===== src/rtl/countdown_arbiter.sv =====
// Round-robin arbiter that lends one shared down-counter to a requester at a time.
// Each grant loads the winner's start value, counts to zero, then pulses done for one cycle.
module countdown_arbiter #(
    parameter  int N_REQ = 4,
    parameter  int W     = 4,
    localparam int IDW   = (N_REQ > 1) ? $clog2(N_REQ) : 1
) (
    input  logic               clk,
    input  logic               rst,
    input  logic [N_REQ-1:0]   req,
    input  logic [N_REQ*W-1:0] load_val,
    input  logic               hold,
    output logic [N_REQ-1:0]   gnt,
    output logic [IDW-1:0]     gnt_id,
    output logic [W-1:0]       ctr,
    output logic               busy,
    output logic [N_REQ-1:0]   done
);

    typedef enum logic [1:0] {
        ST_IDLE,
        ST_COUNT,
        ST_DONE
    } state_t;

    state_t           state_q, state_d;
    logic [N_REQ-1:0] gnt_q, gnt_d;
    logic [IDW-1:0]   gnt_id_q, gnt_id_d;
    logic [IDW-1:0]   ptr_q, ptr_d;
    logic [W-1:0]     ctr_q, ctr_d;
    logic [N_REQ-1:0] done_q, done_d;

    logic [W-1:0]     load_arr [N_REQ];
    logic             found;
    logic [IDW-1:0]   winner;
    logic [IDW-1:0]   cand;

    for (genvar i = 0; i < N_REQ; i++) begin : g_unpack
        assign load_arr[i] = load_val[i*W +: W];
    end

    // Search starts just past the last grantee so every requester gets a turn.
    always_comb begin
        found  = 1'b0;
        winner = '0;
        cand   = '0;
        for (int k = 1; k <= N_REQ; k++) begin
            cand = IDW'((int'(ptr_q) + k) % N_REQ);
            if (!found && req[cand]) begin
                found  = 1'b1;
                winner = cand;
            end
        end
    end

    always_comb begin
        state_d  = state_q;
        gnt_d    = gnt_q;
        gnt_id_d = gnt_id_q;
        ptr_d    = ptr_q;
        ctr_d    = ctr_q;
        done_d   = '0;
        case (state_q)
            ST_IDLE: begin
                if (found) begin
                    state_d         = ST_COUNT;
                    gnt_d           = '0;
                    gnt_d[winner]   = 1'b1;
                    gnt_id_d        = winner;
                    ptr_d           = winner;
                    ctr_d           = load_arr[winner];
                end
            end
            ST_COUNT: begin
                // A grantee withdrawing its request abandons the count without a done pulse.
                if (!req[gnt_id_q]) begin
                    state_d = ST_IDLE;
                    gnt_d   = '0;
                    ctr_d   = '0;
                end else if (!hold) begin
                    if (ctr_q == '0) begin
                        state_d          = ST_DONE;
                        done_d[gnt_id_q] = 1'b1;
                    end else begin
                        ctr_d = ctr_q - W'(1);
                    end
                end
            end
            ST_DONE: begin
                state_d = ST_IDLE;
                gnt_d   = '0;
            end
            default: begin
                state_d = ST_IDLE;
                gnt_d   = '0;
            end
        endcase
    end

    always_ff @(posedge clk or negedge rst) begin
        if (!rst) begin
            state_q  <= ST_IDLE;
            gnt_q    <= '0;
            gnt_id_q <= '0;
            ptr_q    <= IDW'(N_REQ - 1);
            ctr_q    <= '0;
            done_q   <= '0;
        end else begin
            state_q  <= state_d;
            gnt_q    <= gnt_d;
            gnt_id_q <= gnt_id_d;
            ptr_q    <= ptr_d;
            ctr_q    <= ctr_d;
            done_q   <= done_d;
        end
    end

    assign gnt    = gnt_q;
    assign gnt_id = gnt_id_q;
    assign ctr    = ctr_q;
    assign done   = done_q;
    assign busy   = (state_q != ST_IDLE);

endmodule


===== config.mk =====
export PLATFORM = sky130hd
export DESIGN_NAME = countdown_arbiter
export DESIGN_NICKNAME = d
export VERILOG_FILES = /design/src/rtl/countdown_arbiter.sv
export SDC_FILE = /design/constraint.sdc
export NUM_CORES = 1
export LEC_CHECK = 0
export ABC_CLOCK_PERIOD_IN_PS = 2100
export BUFFER_PORTS_ARGS = -buffer_cell sky130_fd_sc_hd__buf_2
export CAP_MARGIN = 0
export CORE_MARGIN = 5
export CORE_UTILIZATION = 35
export DETAILED_ROUTE_END_ITERATION = 6
export SLEW_MARGIN = 20
export SYNTH_ARGS = -nofsm -noshare
export SYNTH_HDL_FRONTEND = slang
export SYNTH_SLANG_ARGS = --single-unit

===== constraint.sdc =====
create_clock -name clk -period 2.1 [get_ports clk]
set_input_delay 0 -clock clk [delete_from_list [all_inputs] [get_ports clk]]
set_output_delay 0 -clock clk [all_outputs]
set_load 0.02 [all_outputs]

==> results.md, run 1 <==
- The clock latency reported for the late side of the worst-skew pair is 300 ps.
- The count of maximum capacitance violations is 0.
- The antenna diode instance count is 0.
- The proportion of synthesized chip area in sequential cells is 41.1%.
- The largest voltage drop on the vdd net is 452 uV.
- The slowest stage of the critical path is the dfrtp_1 cell.
- In this run, the number of DRC markers left after iteration 0 of detailed routing was 20.
- After detailed routing, the average wire length per cell comes to 13.8 um.
- Once layout is complete, the cells apart from fillers number 204.
- The final routed DRC violation total is 0.
- In this run the biggest area consumer among cell types represents 36.3% of the synthesized area.
- TritonCTS built the clock tree.
- The die covers 0.00437 mm^2.
- Once layout is done, the placed cells without fillers occupy 0.00139 mm^2.
- The first-pass GRT wire length is 4730 um.
- The number of pins exceeding their max-slew limit in the final report is 0.
- The biggest area contributor in the post-synthesis netlist is dfrtp_1.
- Yosys attributes the largest share of cell area to dfrtp_1 (36%), a21boi_0 (5.4%), dfstp_2 (4.8%), mux2i_1 (4.5%), nand2_1 (3.1%).
- The number of iterations in the first detailed-routing pass is 4.
- The initialized floorplan defines 20 standard-cell rows.
- The time the worst path needs with I/O delays and setup is 1890 ps.
- The number of global-route vias before repair is 1026.
- Counting tap cells, the placed design contains a total of roughly 200 instances.
- The remaining global-route overflow is 0.
- The worst setup path is launched from a flop.
- The number of nets in the layout is 186.
- The maximum clock skew at final layout is between 5 and 6 ps.
- The clock sink count is 18.
- Synthesis produced around 120 cells.
- CTS built an H-tree with a depth of 1.
- After synthesis the netlist holds a flip-flop and latch count of 18.
- At the end of routability-driven placement, the weighted congestion stood at 0.908.
- The peak fanout along the critical path is 9.
- The total power consumption of the routed design is 1.90 mW.
- STA puts the critical path data required time at approximately 2300 ps.
- The number of buffers inserted to repair setup after CTS is 0.
- The number of antenna violations at the first check in global routing is 0.
- The starting utilization of the core area is approximately 36%.
- The worst hold path belongs to the class primary input to flop.
- The net count of the mapped netlist is 143.
- Static timing analysis puts the maximum clock frequency at 528 MHz.
- The clock-pin transition on the worst setup and hold timing paths is 110 ps.
- In this run the horizontal extent of the chip is 66.1 um.
- Once routing completed, OpenROAD measured the worst setup slack at 208 ps.
- The vias after detailed routing is 1059.
- The HPWL after detailed placement is 2250 um.
- The relative slew slack is approximately 62%.
- Of the available clock period, the critical path in the final layout requires 90.1%.
- The share of cells above drive strength 1 is about a third.
- The number of routed nets with antenna violations is 0.
- The die span in y is between 60 and 70 um.
- Setup repair after global routing left no endpoint under its margin.
- At the placement stage, the worst setup path has a slack of 187 ps.
- A synthesized cell averages a little over 9 um^2.
- From synthesis to final layout, the design area changed by 26.3%.
- The filler cells instantiated in the layout total 298.
- In this design, the stage delay of the slowest critical-path cell is 490 ps.
- The total of endpoints with negative setup slack in the final report is 0.
- The top cell types in the final layout, fill and taps aside, are buf_2 (37), dfrtp_1 (16), nand2_1 (9).
- 38 I/O pins were placed.
- The final number of hold-violating endpoints is 0.
- The clock root buffer master is clkbuf_4.
- Input and output buffers added on the ports amount to 37.
- Adding up every negative setup slack in the final design gives 0 ps.
- Once placement finished, the instance area stood at about 0.0013 mm^2.
- The most common library cell in the layout ignoring fill and taps is buf_2.
- The area of the mapped netlist is ~0.0011 mm^2.
- The routed design has approximately 2800 um of wire.
- The flow ran to the end, and the final reports show no timing, DRC or antenna violations.
- The worst setup path is captured at a flop.
- The reported leakage power is ~0.67 nW.
- After floorplanning, the core was sized to cover 0.00303 mm^2.
- The largest net degree at the start of global routing is 19.
- The TritonCTS buffer count is 3.
- The longest clock path from root to sink contains 2 buffers.
- Traced cell by cell, the critical path runs through mux2_2 -> a22oi_2 -> o21ai_0 -> a22oi_1 -> o221ai_1.
- Data arrives at the worst endpoint at 2060 ps.
- The class of the most critical setup path is flop to flop.
- Synthesis instantiated 38 different standard cells from the library.
- For the pin with the worst max-slew slack, the measured transition is roughly 570 ps.
- The total track usage is 14.2%.
- The vias per cell is 5.19.
- For this run, the number of Yosys warnings is 0.
- The ratio of total power to cell area is 1360 mW/mm^2.
==> power by group <==
part	switching (mW)	internal, mW	leakage, nW
clock network	0.116	0.106	0.0210
logic	0.625	0.430	0.423
registers	0.131	0.487	0.230
total	0.872	1.02	0.674
==> path summary, 6_finish.rpt <==
| check | start | endpoint | slack [ps] | cells after the start |
|---|---|---|---|---|
| setup / recovery | gnt_id[1] | ctr[2] | 210 | 5 |
| hold / removal | load_val[1] | ctr[1] | 20 | 3 |
| setup reg to reg | gnt_id[1] | ctr[2] | 210 | 5 |
| hold reg to reg | gnt[0] | gnt[0] | 510 | 2 |
| max in group asynchronous | rst | ptr_q[1] | 1630 | 2 |
| min in group asynchronous | rst | done[3] | 150 | 2 |
==> layout make-up <==
| type | count | area [um^2] | area share [%] |
|---|---|---|---|
| Clock buffer | 4 | 36.3 | 2.61 |
| Inverter | 7 | 26.3 | 1.89 |
| Multi-Input combinational cell | 91 | 609 | 43.8 |
| Sequential cell | 18 | 453 | 32.5 |
| Tap cell | 44 | 55.1 | 3.95 |
| Timing Repair Buffer | 40 | 213 | 15.3 |
==> synth_stat cells (all sizes together) <==
| cell type | number |
|---|---|
| o21a | 1 |
| o221ai | 1 |
| mux2 | 2 |
| clkbuf | 1 |
| o21ba | 1 |
| and2 | 3 |
| buf | 1 |
| a22oi | 2 |
| mux2i | 5 |
| nor2 | 5 |
| a31o | 2 |
| a31oi | 2 |
| nand2b | 3 |
| inv | 7 |
| a221oi | 1 |
| nand3 | 1 |
| o31ai | 2 |
| nor2b | 3 |
| nor3 | 5 |
| ha | 2 |
| o21bai | 1 |
| o22ai | 1 |
| a21oi | 6 |
| a21o | 3 |
| or3 | 2 |
| a22o | 2 |
| o211ai | 2 |
| a211oi | 4 |
| and3 | 2 |
| dfstp | 2 |
| o21ai | 5 |
| nor4 | 4 |
| nand2 | 9 |
| a21boi | 8 |
| dfrtp | 16 |
| nand4 | 1 |
==> stage by stage <==
stage	hold WS (ps)	util, %
after floorplan	-296	-
after CTS	4.99	46.0
after global placement	-46.2	44.1
after detailed placement	-43.9	44.1
final	18.1	46.0
after global routing	12.9	46.0
==> worst max-delay path: cells and delay by family (launching register included) <==
family	cells	cell delay (ps)
AOI/OAI and AO/OA	4	870
DFF	1	490
muxes	1	400
==> registers in the layout, indices dropped and copies added, names as in the netlist <==
signal,count
ctr,4
done,4
gnt,4
gnt_id,2
ptr_q,2
state_q,2
==> routing by layer <==
layer | GRT usage [%] | vias up | wire, um
li1 | - | 531 | -
met3 | 2.72 | 4 | 165
met4 | 5.33 | 0 | 31
met5 | 0 | - | 0
met2 | 22.6 | 41 | 1250
met1 | 19.0 | 483 | 1370
==> what timing repair did <==
| action | in CTS | in global routing |
|---|---|---|
| hold buffers | 2 | 0 |
| hold endpoints to repair | 19 | 0 |
| setup endpoints to repair | 0 | 1 |
| resized for setup | 0 | 1 |
==> logic make-up (layout without fill, tap and decap cells) <==
group | Yosys count | count (layout) | share of synthesized area (%)
AO/OA/AOI/OAI | 44 | 44 | 28.5
adder cells (fa/ha/maj) | 2 | 2 | 2.27
flip-flops | 18 | 18 | 41.1
buffers and inverters | 9 | 51 | 3.75
multiplexers | 7 | 7 | 6.58
AND/OR/NAND/NOR | 38 | 38 | 17.8
(Power assumes the default switching activity.)
==> inputs of run 2 (changes only) <==
--- a/config.mk
+++ b/config.mk
@@ -8,7 +8,7 @@
 export ABC_CLOCK_PERIOD_IN_PS = 2100
 export BUFFER_PORTS_ARGS = -buffer_cell sky130_fd_sc_hd__buf_2
 export CAP_MARGIN = 0
-export CORE_MARGIN = 5
+export CORE_MARGIN = 2
 export CORE_UTILIZATION = 35
 export DETAILED_ROUTE_END_ITERATION = 6
 export SLEW_MARGIN = 20
==> run 2 against run 1 <==
Clock power shrank 3%. Via count shrank 2.8%. Final area down 0.81%. Power decreased by 1.3%. Largest cell class unchanged. Largest power group unchanged.
==> results.md, run 2 (synthesized netlist as in run 1, its figures left out) <==
- The initial detailed-routing violation count is 22 (was 20).
- The number of global-route vias before repair is 1007 (was 1026).
- The placeable core region is 0.00303 mm^2 (unchanged).
- The number of pins exceeding their max-slew limit in the final report is 0 (unchanged).
- The final standard cell utilization of the core came to 45.6% (was 46.0%).
- The largest voltage drop on the vdd net is 515 uV (was 452 uV).
- The relative slew slack is 59.9% (was 62.0%).
- The final number of hold-violating endpoints is 0 (unchanged).
- The largest delay contributor family on the critical path was compound AO/OA/AOI/OAI gates (unchanged).
- The number of I/O port buffers is 37 (unchanged).
- The die outline width is 60.1 um (was 66.1 um).
- The first-pass GRT wire length is 4440 um (was 4730 um).
- The area growth from synthesis to layout came to 25.3% (was 26.3%).
- The total of endpoints with negative setup slack in the final report is 0 (unchanged).
- The starting utilization of the core area is 36.4% (unchanged).
- The footprint of the multi-input gates is 608 um^2 (was 609 um^2).
- The class of the most critical hold timing path is primary input to flop (unchanged).
- The total routed wirelength was 2600 um (was 2810 um).
- The number of buffers inserted to repair setup after CTS came to 0 (unchanged).
- The number of buffers inserted for hold repair after clock tree synthesis came to 1 (was 2).
- The count of filler cells inserted in the layout is 302 (was 298).
- The die area was 0.00361 mm^2 (was 0.00437 mm^2).
- The clock root buffer master was clkbuf_4 (unchanged).
- The reported leakage power was 0.669 nW (was 0.674 nW).
- The maximum clock path buffer count is 2 (unchanged).
- The peak fanout along the critical path is 9 (unchanged).
- The endpoint arrival time on the critical path is 2060 ps (about the same).
- The sequential cell area is 453 um^2 (unchanged).
- The number of H-tree levels was 1 (unchanged).
- The vias per cell is 5.07 (was 5.19).
- The die span in y came to 60.1 um (was 66.1 um).
- The number of placement rows is 20 (unchanged).
- The I/O pin count is 38 (unchanged).
- The worst slack on hold paths is 19.2 ps (was 18.1 ps).
- The count of placed standard cells in the final layout, fillers left out came to 203 (was 204).
- The total placed cells including tap cells came to 198 (unchanged).
- The setup TNS is 0 ps (unchanged).
- The final weighted congestion of routability-driven global placement is 0.863 (was 0.908).
- The number of nets in the layout is 185 (was 186).
- The met2 routing resource usage after global routing is 27.8% (was 22.6%).
- The HPWL after detailed placement is 2110 um (was 2250 um).
- The worst slack after detailed placement was 251 ps (was 187 ps).
- The most common library cell in the layout ignoring fill and taps is buf_2 (unchanged).
- Commonest non-fill, non-tap cells in the layout: buf_2 (37), dfrtp_1 (16), nand2_1 (9) (unchanged).
- The count of maximum capacitance violations is 0 (unchanged).
- The ratio of final minimum period to clock period came to 90.3% (was 90.1%).
- The critical path data required time was 2260 ps (was 2270 ps).
- The global routing usage on met1 is 20.8% (was 19.0%).
- The clock tree from TritonCTS is done (unchanged).
- The number of cells upsized or downsized after cts was 0 (unchanged).
- The largest net degree at the start of global routing is 19 (unchanged).
- Critical path cell sequence: mux2_2 -> a22oi_2 -> o21ai_0 -> a22oi_1 -> o221ai_1 (unchanged).
- The remaining global-route overflow is 0 (unchanged).
- The total power consumption of the routed design was 1.87 mW (was 1.90 mW).
- The worst stage delay on the critical path is 470 ps (was 490 ps).
- The vias after detailed routing was 1029 (was 1059).
- The final instance area is 0.00138 mm^2 (was 0.00139 mm^2).
- The total track usage was 16.3% (was 14.2%).
- The TritonCTS buffer count is 3 (unchanged).
- The number of iterations in the first detailed-routing pass is 4 (unchanged).
- The class of the most critical setup path is flop to flop (unchanged).
- The library cell contributing the largest single delay on the critical path is dfrtp_1 (unchanged).
- The share of cells above drive strength 1 was 32.1% (was 32.5%).
- The time the worst path needs with I/O delays and setup is 1900 ps (was 1890 ps).
- The clock-pin transition on the worst setup and hold timing paths was 110 ps (about the same).
- The ratio of total power to cell area is 1350 mW/mm^2 (was 1360 mW/mm^2).
- Status: completed (unchanged).
- The cell area reported after detailed placement is 0.00134 mm^2 (unchanged).
- The layer carrying the most global-route usage is met2 (unchanged).
- The global routing usage on met3 came to 3.25% (was 2.72%).
- The per-cell routed wire length is 12.8 um (was 13.8 um).
- The maximum clock skew at final layout is 3.45 ps (was 5.87 ps).
- The maximum operating frequency is 527 MHz (was 528 MHz).
- The clock latency reported for the late side of the worst-skew pair was 290 ps (was 300 ps).
- The number of buffers and inverters on the critical path is 0 (unchanged).
- The slew of the pin with the lowest slew margin was 597 ps (was 565 ps).
- The final routed DRC violation total came to 0 (unchanged).
- The element type at the critical path end is a flop (unchanged).
- The number of antenna violations at the first check in global routing is 0 (unchanged).
- The launching element type of the critical path is a flop (unchanged).
- The number of routed nets with antenna violations is 0 (unchanged).
- The final critical-path setup slack is 203 ps (was 208 ps).
- The antenna diode instance count is 0 (unchanged).
- Unrepaired setup endpoints after global routing: no (unchanged).
- The clock sink count is 18 (unchanged).
[run 2: cell types whose count changed in the layout (fill, tap and decap cells not counted)]
cell | before | now
and2_1 | 1 | 2
and2_2 | 2 | 1
dlygate4sd3_1 | 2 | 1
[run 2: layer usage]
layer  vias to the layer above  part of all wire [%]
li1                        524                     -
met1                       468                    46
met2                        33                    47
met3                         4                   5.7
met4                         0                   1.0
met5                         -                     0
[run 2: final cells by class]
cell class	count	share of cell area [%]
inverters	7	1.90
clock buffers	4	2.63
multi-input cells	91	44.0
well taps	44	3.99
flip-flops and latches	18	32.8
repair buffers	39	14.7
[run 2: where the power goes]
group	internal [mW]	switching [mW]
sequential	0.487	0.123
combinational	0.427	0.619
clock	0.106	0.110
[run 2: worst reg2reg max path: cells and delay by family, from the launching register on]
family	cells	cell delay (ps)
flip-flops	1	470
AO/OA/AOI/OAI	4	910
multiplexers	1	400
[run 2: final timing paths]
check	depth (start not counted)	startpoint	endpoint	slack, ps
max	5	gnt_id[1]	ctr[2]	200
min	3	load_val[6]	ctr[2]	20
max reg2reg	5	gnt_id[1]	ctr[2]	200
min reg2reg	2	gnt[0]	gnt[0]	500
max in group asynchronous	2	rst	ptr_q[0]	1620
min in group asynchronous	2	rst	done[3]	160
==> inputs of run 3 (changes only) <==
--- a/config.mk
+++ b/config.mk
@@ -5,12 +5,16 @@
 export SDC_FILE = /design/constraint.sdc
 export NUM_CORES = 1
 export LEC_CHECK = 0
+export ABC_AREA = 1
 export ABC_CLOCK_PERIOD_IN_PS = 2100
 export BUFFER_PORTS_ARGS = -buffer_cell sky130_fd_sc_hd__buf_2
 export CAP_MARGIN = 0
+export CELL_PAD_IN_SITES_DETAIL_PLACEMENT = 1
+export CELL_PAD_IN_SITES_GLOBAL_PLACEMENT = 1
 export CORE_MARGIN = 2
 export CORE_UTILIZATION = 35
 export DETAILED_ROUTE_END_ITERATION = 6
+export PLACE_DENSITY_LB_ADDON = 0.1
 export SLEW_MARGIN = 20
 export SYNTH_ARGS = -nofsm -noshare
 export SYNTH_HDL_FRONTEND = slang
==> run 3 against run 2 <==
Routed wire length increased by 54%. Combinational power rose to 2.6 times the previous value. Clock power barely moved. Power rose by 91%. Clock-buffer cell count did not move. Critical path depth grew 10. Clock skew down 1.8 ps. Final area grew 29%. Setup slack worse by 200 ps. Critical path type unchanged.
==> results.md, run 3 <==
- The peak fanout along the critical path is 8 (was 9).
- The die outline width came to 64.5 um (was 60.1 um).
- The HPWL after detailed placement came to 2930 um (was 2110 um).
- The clock root buffer master was clkbuf_4 (unchanged).
- The largest area contributor in the synthesized netlist is dfrtp_1 (unchanged).
- The element type at the critical path end is a flop (unchanged).
- The most common library cell in the layout ignoring fill and taps is nand2_1 (was buf_2).
- The library cell contributing the largest single delay on the critical path is dfstp_2 (was dfrtp_1).
- The remaining global-route overflow came to 0 (unchanged).
- The most used flip-flop cell after synthesis is dfrtp_1 (unchanged).
- The most common cell in the netlist is nand2_1 (was dfrtp_1).
- The footprint of the multi-input gates was 870 um^2 (was 608 um^2).
- The number of routed nets with antenna violations is 0 (unchanged).
- The class of the most critical setup path is flop to flop (unchanged).
- The net count of the mapped netlist is 216 (was 143).
- The ratio of final minimum period to clock period is 100% (was 90.3%).
- The count of flip-flops with a built-in enable after synthesis is 0 (unchanged).
- The power share of the sequential group was 17.2% (was 32.6%).
- The reported leakage power is 0.991 nW (was 0.669 nW).
- The maximum clock path buffer count is 2 (unchanged).
- The sequential cell area came to 453 um^2 (unchanged).
- The total placed cells including tap cells is 273 (was 198).
- The cell with the most instances on the worst path is nand2_1.
- The final standard cell utilization of the core is 52.0% (was 45.6%).
- The number of antenna violations at the first check in global routing is 0 (unchanged).
- The clock sink count is 18 (unchanged).
- Commonest non-fill, non-tap cells in the layout: nand2_1 (68), buf_2 (37), inv_1 (18), nand2_2 (18), dfrtp_1 (16) (was buf_2 (37), dfrtp_1 (16), nand2_1 (9)).
- The worst-case register-to-register setup slack is 0.6 ps (was 200 ps).
- The clock group share of total power is 6.1% (was 11.5%).
- The area share of the leading cell type in the synthesized netlist is 31.2% (was 36.3%).
- The per-cell routed wire length is 13.8 um (was 12.8 um).
- The synthesized area divided by synthesized cell count is 6.71 um^2 (was 9.34 um^2).
- The vias after detailed routing was 1414 (was 1029).
- The share of flip-flops with an asynchronous set or reset after synthesis was 100% (unchanged).
- The number of nets in the layout is 270 (was 185).
- The number of H-tree levels is 1 (unchanged).
- The maximum operating frequency is 476 MHz (was 527 MHz).
- The cell area reported after detailed placement is 0.00151 mm^2 (was 0.00134 mm^2).
- The time the worst path needs with I/O delays and setup was 2100 ps (was 1900 ps).
- The launching element type of the critical path is a flop (unchanged).
- Critical path cell sequence: clkinv_4 -> nand2_1 -> nand2_2 -> nand2_1 -> nand2_2 -> nor2_4 -> nand3_4 -> nand2_4 -> nand2_4 -> nand2_1 -> nand2_1 -> nand2_1 -> nand2_1 -> nand2_1 -> a21oi_2 (was mux2_2 -> a22oi_2 -> o21ai_0 -> a22oi_1 -> o221ai_1).
- The final instance area came to 0.00178 mm^2 (was 0.00138 mm^2).
- The cell count after synthesis is 191 (was 118).
- The number of iterations in the first detailed-routing pass came to 4 (unchanged).
- The worst slack on hold paths was 14.7 ps (was 19.2 ps).
- The area of the mapped netlist is 0.00128 mm^2 (was 0.00110 mm^2).
- Most numerous cell types in the synthesized netlist: nand2_1 (80), inv_1 (18), nand3_1 (17), dfrtp_1 (16), nor2_1 (11) (was dfrtp_1 (16), nand2_1 (9), a21boi_0 (8), inv_1 (7), a21oi_1 (6)).
- The maximum clock skew at final layout is 1.62 ps (was 3.45 ps).
- The die span in y is 64.5 um (was 60.1 um).
- The placeable core region is 0.00342 mm^2 (was 0.00303 mm^2).
- Dominant cells by area after synthesis: dfrtp_1 (31%), nand2_1 (23%), nand3_1 (6.6%), inv_1 (5.3%), nand2_2 (4.9%) (was dfrtp_1 (36%), a21boi_0 (5.4%), dfstp_2 (4.8%), mux2i_1 (4.5%), nand2_1 (3.1%)).
- The critical path data required time is 2280 ps (was 2260 ps).
- The total of endpoints with negative setup slack in the final report is 0 (unchanged).
- The total track usage is 18.5% (was 16.3%).
- The share of cells above drive strength 1 is 41.0% (was 32.1%).
- The worst stage delay on the critical path is 630 ps (was 470 ps).
- The largest delay contributor family on the critical path is simple AND/OR/NAND/NOR gates (was compound AO/OA/AOI/OAI gates).
- The clock latency reported for the late side of the worst-skew pair is 290 ps (about the same).
- The largest voltage drop on the vdd net came to 1040 uV (was 515 uV).
- The proportion of synthesized chip area in sequential cells is 35.3% (was 41.1%).
- The endpoint arrival time on the critical path is 2280 ps (was 2060 ps).
- The final number of hold-violating endpoints is 0 (unchanged).
- The count of maximum capacitance violations is 0 (unchanged).
- The clock tree from TritonCTS is done (unchanged).
- Status: completed (unchanged).
- The slew of the pin with the lowest slew margin came to 411 ps (was 597 ps).
- The starting utilization of the core area is 37.5% (was 36.4%).
- The total routed wirelength is 4000 um (was 2600 um).
- The I/O pin count came to 38 (unchanged).
- The number of buffers and inverters on the critical path is 1 (was 0).
- The number of warning messages in the yosys log is 0 (unchanged).
- The post-synthesis register bit count is 18 (unchanged).
- The number of pins exceeding their max-slew limit in the final report is 0 (unchanged).
- The vias per cell was 4.88 (was 5.07).
- Unrepaired setup endpoints after global routing: yes (was no).
- The class of the most critical hold timing path is primary input to flop (unchanged).
- The initial detailed-routing violation count came to 40 (was 22).
- The number of I/O port buffers was 37 (unchanged).
- The antenna diode instance count is 0 (unchanged).
- The relative slew slack is 72.6% (was 59.9%).
- The first-pass GRT wire length is 6190 um (was 4440 um).
- The number of distinct standard cells referenced by the synthesized netlist is 24 (was 38).
- The cell-internal power is 1.58 mW (was 1.02 mW).
- The die area is 0.00416 mm^2 (was 0.00361 mm^2).
- The net switching fraction of the power is 55.6% (was 45.5%).
- The largest net degree at the start of global routing is 19 (unchanged).
- The final weighted congestion of routability-driven global placement is 0.854 (was 0.863).
- The clock-pin transition on the worst setup and hold timing paths is 110 ps (about the same).
- The number of global-route vias before repair is 1335 (was 1007).
- The total power consumption of the routed design is 3.57 mW (was 1.87 mW).
- The number of placement rows is 21 (was 20).
- The net switching power is 1.98 mW (was 0.852 mW).
- The part of the total power dissipated in combinational logic is 76.8% (was 55.9%).
- The count of filler cells inserted in the layout is 468 (was 302).
- The count of placed standard cells in the final layout, fillers left out came to 290 (was 203).
- The final routed DRC violation total is 0 (unchanged).
- The ratio of total power to cell area was 2010 mW/mm^2 (was 1350 mW/mm^2).
- The area growth from synthesis to layout is 38.5% (was 25.3%).
- The TritonCTS buffer count came to 3 (unchanged).
[run 3: cell types whose count changed after synthesis, sizes merged, moves of 5 or more]
cell and delta:
a21boi -8, inv +15, mux2i -5, nand2 +83
nand3 +17, nor2 +10
[run 3: logic make-up after synthesis]
group                    synth area share [%]
AND/OR/NAND/NOR                          45.0
AO/OA/AOI/OAI                            8.88
adder cells (fa/ha/maj)                  1.95
flip-flops                               35.3
XOR/XNOR                                 1.37
buffers and inverters                    7.51
[run 3: path summary, 6_finish.rpt]
kind / startpoint / cells past startpoint / endpoint
max: ptr_q[0] / 15 / ctr[2]
min: hold / 4 / state_q[1]
max reg2reg: ptr_q[0] / 15 / ctr[2]
min reg2reg: gnt[1] / 2 / gnt[1]
max in group asynchronous: rst / 2 / ptr_q[1]
min in group asynchronous: rst / 2 / done[1]
[run 3: what timing repair did]
action                     4_1_cts  5_1_grt
buffers inserted                 0       10
hold buffers                     1        0
pin swaps                        3       10
hold endpoints to repair        18        0
gates resized for setup          2       31
cloned                           1        1
setup endpoints to repair        3       11
[run 3: routing by layer]
layer / up-vias / GRT usage, % / part of all wire (%)
met5: - / 0 / 0
met4: 0 / 4.79 / 0.75
met3: 2 / 1.04 / 2.8
met2: 28 / 31.9 / 52
met1: 675 / 25.3 / 45
li1: 709 / - / -
[run 3: worst reg2reg max path: stages (launching register included)]
cell and delay, ps:
dfstp_2 630, clkinv_4 110, nand2_1 110, nand2_2 90, nand2_1 100, nand2_2 100
nor2_4 140, nand3_4 110, nand2_4 160, nand2_4 80, nand2_1 60, nand2_1 60
nand2_1 80, nand2_1 60, nand2_1 60, a21oi_2 50
[run 3: area by class of cell]
class / instances / area share, %
Timing Repair Buffer: 48 / 15.2
Tap cell: 46 / 3.24
Inverter: 22 / 5.07
Clock buffer: 4 / 2.04
Multi-Input combinational cell: 152 / 48.9
Sequential cell: 18 / 25.5
[run 3: power groups by stage]
| stage | clock network [mW] | registers, mW | logic (mW) |
|---|---|---|---|
| 2_1_floorplan | 0 | 0.684 | 1.57 |
| 3_3_place_gp | 0 | 0.604 | 2.04 |
| 3_5_place_dp | 0 | 0.612 | 2.13 |
| 4_1_cts | 0.218 | 0.605 | 2.21 |
| 5_1_grt | 0.236 | 0.630 | 3.04 |
| 6_report | 0.217 | 0.613 | 2.74 |
[run 3: stage by stage]
step                      TNS [ps]  setup slack (ps)
after floorplan                  0               265
after global placement           0              62.2
after detailed placement     -8.02             -6.08
after CTS                        0              6.01
after global routing          -960              -135
final                            0             0.579
